### config.mk
export PLATFORM = sky130hd
export DESIGN_NAME = ring_buf_reader
export DESIGN_NICKNAME = d
export VERILOG_FILES = /design/src/rtl/ring_buf_reader.sv
export SDC_FILE = /design/constraint.sdc
export NUM_CORES = 1
export LEC_CHECK = 0
export ABC_AREA = 1
export CAP_MARGIN = 20
export CORE_ASPECT_RATIO = 1.2
export CORE_UTILIZATION = 44
export DETAILED_ROUTE_END_ITERATION = 12
export GPL_ROUTABILITY_DRIVEN = 0
export GPL_TIMING_DRIVEN = 0
export PLACE_DENSITY = 0.73
export REMOVE_ABC_BUFFERS = 1
export SETUP_SLACK_MARGIN = 0.3
export SYNTH_ARGS = -nofsm -noshare
export SYNTH_HDL_FRONTEND = slang
export SYNTH_SLANG_ARGS = --single-unit
export TNS_END_PERCENT = 50
### constraint.sdc
create_clock -name clk -period 2 [get_ports clk]
set_clock_uncertainty 0.15 [all_clocks]
set_input_delay 0.4 -clock clk [delete_from_list [all_inputs] [get_ports clk]]
set_output_delay 0.4 -clock clk [all_outputs]
set_load 0.01 [all_outputs]
### src/rtl/ring_buf_reader.sv
// Read-side controller for a single-clock ring buffer: fetches entries from a
// 1-cycle-latency RAM into a 2-entry FIFO and streams them out on valid/ready.
module ring_buf_reader #(
    parameter int DW = 8,
    parameter int AW = 4
) (
    input  logic          clk,
    input  logic          rst,
    input  logic [AW:0]   wr_ptr,
    output logic [AW:0]   rd_ptr,
    output logic          mem_en,
    output logic [AW-1:0] mem_addr,
    input  logic [DW-1:0] mem_rdata,
    output logic          out_valid,
    input  logic          out_ready,
    output logic [DW-1:0] out_data,
    output logic          empty,
    output logic [AW:0]   count,
    output logic          overflow_err,
    output logic [1:0]    fsm_state
);

    // Stream handshake: a word transfers on a rising edge where out_valid && out_ready;
    // while out_valid && !out_ready, out_valid and out_data hold their values.

    typedef enum logic [1:0] {
        S_EMPTY = 2'd0,
        S_ONE   = 2'd1,
        S_TWO   = 2'd2
    } occ_e;

    localparam logic [AW:0] PTR_ONE   = (AW+1)'(1);
    localparam logic [AW:0] DEPTH_LIM = (AW+1)'(2**AW);

    occ_e          state;
    occ_e          state_nxt;
    logic [AW:0]   iss_ptr;
    logic [AW:0]   rd_q;
    logic          in_flight;
    logic          ovf_q;
    logic [DW-1:0] buf0;
    logic [DW-1:0] buf1;
    logic          pop;
    logic          capture;
    logic          issue;
    logic [1:0]    pending;

    // Words already committed to the buffer after this edge; a fetch is
    // only started when it is guaranteed a free slot on return.
    always_comb begin
        pop     = (state != S_EMPTY) && out_ready;
        capture = in_flight;
        pending = 2'(state) + 2'(in_flight) - 2'(pop);
        issue   = !rst && (iss_ptr != wr_ptr) && (pending < 2'd2);
    end

    always_comb begin
        state_nxt = state;
        if (capture && !pop) begin
            case (state)
                S_EMPTY: state_nxt = S_ONE;
                S_ONE:   state_nxt = S_TWO;
                default: state_nxt = state;
            endcase
        end else if (pop && !capture) begin
            case (state)
                S_TWO:   state_nxt = S_ONE;
                S_ONE:   state_nxt = S_EMPTY;
                default: state_nxt = state;
            endcase
        end
    end

    always_ff @(posedge clk) begin
        if (rst) begin
            state     <= S_EMPTY;
            iss_ptr   <= '0;
            rd_q      <= '0;
            in_flight <= 1'b0;
            ovf_q     <= 1'b0;
            buf0      <= '0;
            buf1      <= '0;
        end else begin
            state     <= state_nxt;
            in_flight <= issue;
            if (issue) iss_ptr <= iss_ptr + PTR_ONE;
            if (pop) rd_q <= rd_q + PTR_ONE;
            if (count > DEPTH_LIM) ovf_q <= 1'b1;
            // buf0 is always the oldest word; buf1 only used when two are held.
            if (pop) begin
                if (state == S_TWO) begin
                    buf0 <= buf1;
                    if (capture) buf1 <= mem_rdata;
                end else if (capture) begin
                    buf0 <= mem_rdata;
                end
            end else if (capture) begin
                if (state == S_EMPTY) buf0 <= mem_rdata;
                else buf1 <= mem_rdata;
            end
        end
    end

    assign mem_en       = issue;
    assign mem_addr     = iss_ptr[AW-1:0];
    assign rd_ptr       = rd_q;
    assign out_valid    = (state != S_EMPTY);
    assign out_data     = buf0;
    assign count        = wr_ptr - rd_q;
    assign empty        = (rd_q == wr_ptr);
    assign overflow_err = ovf_q;
    assign fsm_state    = state;

endmodule
==> run_results.csv <==
group,metric,value,unit
timing,setup_violations,4,
yosys,synth_top_cell_by_area,"dfxtp_1",
routing,drtPass1Iterations,6,
global_routing,grt_pass1_vias,1616,
global_routing,grt_max_degree,17,
power,finalPower,0.00252,W
power,pwr-share-seq,33.8,%
clock_tree,insertion_delay,0.28,ns
final_layout,finalNetCount,327,
final_layout,final_common_cell,"nand2_1",
routing,wl_per_cell,12.1,µm
floorplanning,core,3690,µm²
floorplanning,die_h,70.7,µm
floorplanning,die_w,59.2,µm
timing,slew_violations,0,
final_layout,stdcell_count,353,
power,pwr-share-clk,18.2,%
critical_path,arrival,1.68,ns
routing,drc,0,
placed_design,dpl.cell_count,323,
clock_tree,clockRootBuffer,"clkbuf_8",
routing,wl_met2,2120,µm
routing,met1_length,1870,µm
clock_tree,cts_buffers,5,
critical_path,cp.required,1.45,ns
final_layout,layout_common_cells,"nand2_1, inv_1, dfxtp_1, o21ai_1, buf_4",
clock_tree,h-tree-depth,2,
yosys,synth_area,1730,µm²
timing,slew_headroom,61.4,%
min_path,min_path_type,"flop to flop",
final_layout,area_delta_synth_final,49.2,%
flow_run,maxCapViolations,0,
timing,fin_tns_setup,-0.630,ns
power,switching_share,38.4,%
outcome,violations,"setup timing",
global_routing,grt_pass1_wl,6920,µm
timing,worstMarginPinSlew,0.579,ns
yosys,synth-seq-cells,30,
clock_tree,cts_sinks,30,
critical_path,startpoint_type,"flop",
routing,wl,4270,µm
critical_path,path_max_fanout,2,
timing,holdWs,0.291,ns
global_routing,grt_usage,21.7,%
timing,setup_slack,-0.228,ns
timing,period_minus_slack,2.23,ns
floorplanning,die-area,4190,µm²
outcome,status,"finished with violations",
clock_tree,cts_tree,"built",
routing,vias,1731,
timing,finalCritPeriodShare,111,%
yosys,ys_types,31,
routing,top_layer_used,"met4",
routing,drtIter0Drc,97,
power,p_leak,1.21,nW
power,p_comb_share,48.0,%
floorplanning,io_pins,44,
placed_design,port_buffers,43,
timing,fmax,449,MHz
final_layout,antenna-diode-count,0,
yosys,postSynthCellCount,237,
floorplanning,start_util,46.8,%
critical_path,end_kind,"output pin",
yosys,synth_seq_area_share,34.7,%
final_layout,final_layout_size_suffix_gt1_share,31.6,%
yosys,synth_top_area_share,34.7,%
routing,ant_nets,0,
placed_design,dpl.hpwl,2620,µm
floorplanning,num_rows,24,
yosys,syn_area_per_cell,7.30,µm²
power,internal_power,0.00155,W
yosys,yosys_warnings,0,
global_routing,overflow,0,
power,irDropWorstVdd,591,µV
yosys,synthTopCellsByArea,"dfxtp_1, nand2_1, inv_1, a21oi_1, ha_1",
power,power_density,977,nW/µm²
routing,met3_length,202,µm
routing,routed_via_density,4.90,
critical_path,critical_path_class,"flop to output pin",
global_routing,antenna_found_initial,0,
clock_tree,ctsLongestPathBuffers,2,
power,power_switching,0.000970,W
clock_tree,clkTransAtPathRegs,0.06,ns
timing,grt_setup_unrepaired,"true",
timing,finalHoldViolations,0,
[power groups by stage]
stage	registers [W]	clock network (W)	logic, W
6_report	0.000852	0.000459	0.00121
3_3_place_gp	0.000864	0	0.000977
5_1_grt	0.000874	0.000495	0.00133
4_1_cts	0.000855	0.000469	0.00113
2_1_floorplan	0.000896	0	0.000530
3_5_place_dp	0.000865	0	0.000994
[stage by stage]
| stage | util, % | cell area (µm²) | setup WS (ns) |
|---|---|---|---|
| after floorplan | - | 1660 | -0.178 |
| after global placement | 58.3 | 2150 | -1.27 |
| after detailed placement | 58.3 | 2150 | -1.27 |
| after CTS | 67.1 | 2480 | -0.242 |
| after global routing | 69.9 | 2580 | -0.285 |
| final | 69.9 | 2580 | -0.228 |
[path summary, 6_finish.rpt]
check	to	slack (ns)	from	depth (start not counted)
min	out_data[2]	0.29	out_data[2]	2
min reg2reg	out_data[2]	0.29	out_data[2]	2
max reg2reg	iss_ptr[4]	0.17	fsm_state[0]	15
max	count[4]	-0.23	rd_ptr[0]	7
[logic make-up after synthesis]
kind of cell / synth area share [%]
xor+xnor: 3.04
buf+inv: 12.7
simple gates: 22.9
fa+ha+maj: 7.66
flops: 34.7
compound gates: 18.9
[metal layers]
metal | global-route usage [%] | vias to the layer above
met4 | 8.99 | 0
met1 | 24.6 | 782
met2 | 37.6 | 52
met5 | 0 | -
met3 | 5.48 | 8
li1 | - | 889
[cell usage after synthesis]
library cell  number
clkinv_2           2
nand4_1            2
nand3b_1           2
inv_2              2
dfxtp_1           30
nand3_2            2
fa_1               1
o22ai_1            1
nand2_4            2
xnor2_1            4
buf_1              1
nand2_2            3
a22oi_1            1
ha_1               9
nor2_4             2
o21ai_0            7
xor2_1             2
nand2_1           43
inv_1             35
nor3b_1            1
clkbuf_1           1
nand3_1           12
a21oi_1           23
a211oi_1           1
o21ai_2            1
nor2_1            15
buf_4              4
o21ai_1           21
buf_6              3
o21ai_4            1
a21oi_2            3
[final cells by class]
cell class                      instances  area [µm²]
Clock buffer                            7        76.3
Inverter                               39         170
Timing Repair inverter                  1        7.51
Sequential cell                        30         623
Multi-Input combinational cell        159        1070
Timing Repair Buffer                   65         566
Tap cell                               52        65.1
Fill cell                             297        1110
[worst max-delay path: stages, from the launching register on]
cell and delay, ns:
dfxtp_4 0.36, ha_4 0.16, fa_2 0.36, nand3b_1 0.19
nand2_1 0.08, nand2_1 0.05, nand2_1 0.06, buf_2 0.13
[state kept, by name (all words and copies together), names as in the netlist]
| signal | flops |
|---|---|
| buf1 | 8 |
| capture | 1 |
| fsm_state | 2 |
| iss_ptr | 5 |
| out_data | 8 |
| overflow_err | 1 |
| rd_ptr | 5 |
[timing repair]
| action | in CTS | in global routing |
|---|---|---|
| setup buffers | 15 | 7 |
| gates cloned | 1 | 0 |
| endpoints found under the hold margin | 0 | 0 |
| setup endpoints to repair | 54 | 28 |
| hold buffers | 0 | 0 |
| resized for setup | 110 | 17 |
| pin swaps | 13 | 12 |
Note: power is estimated with default switching activity, not from simulation.
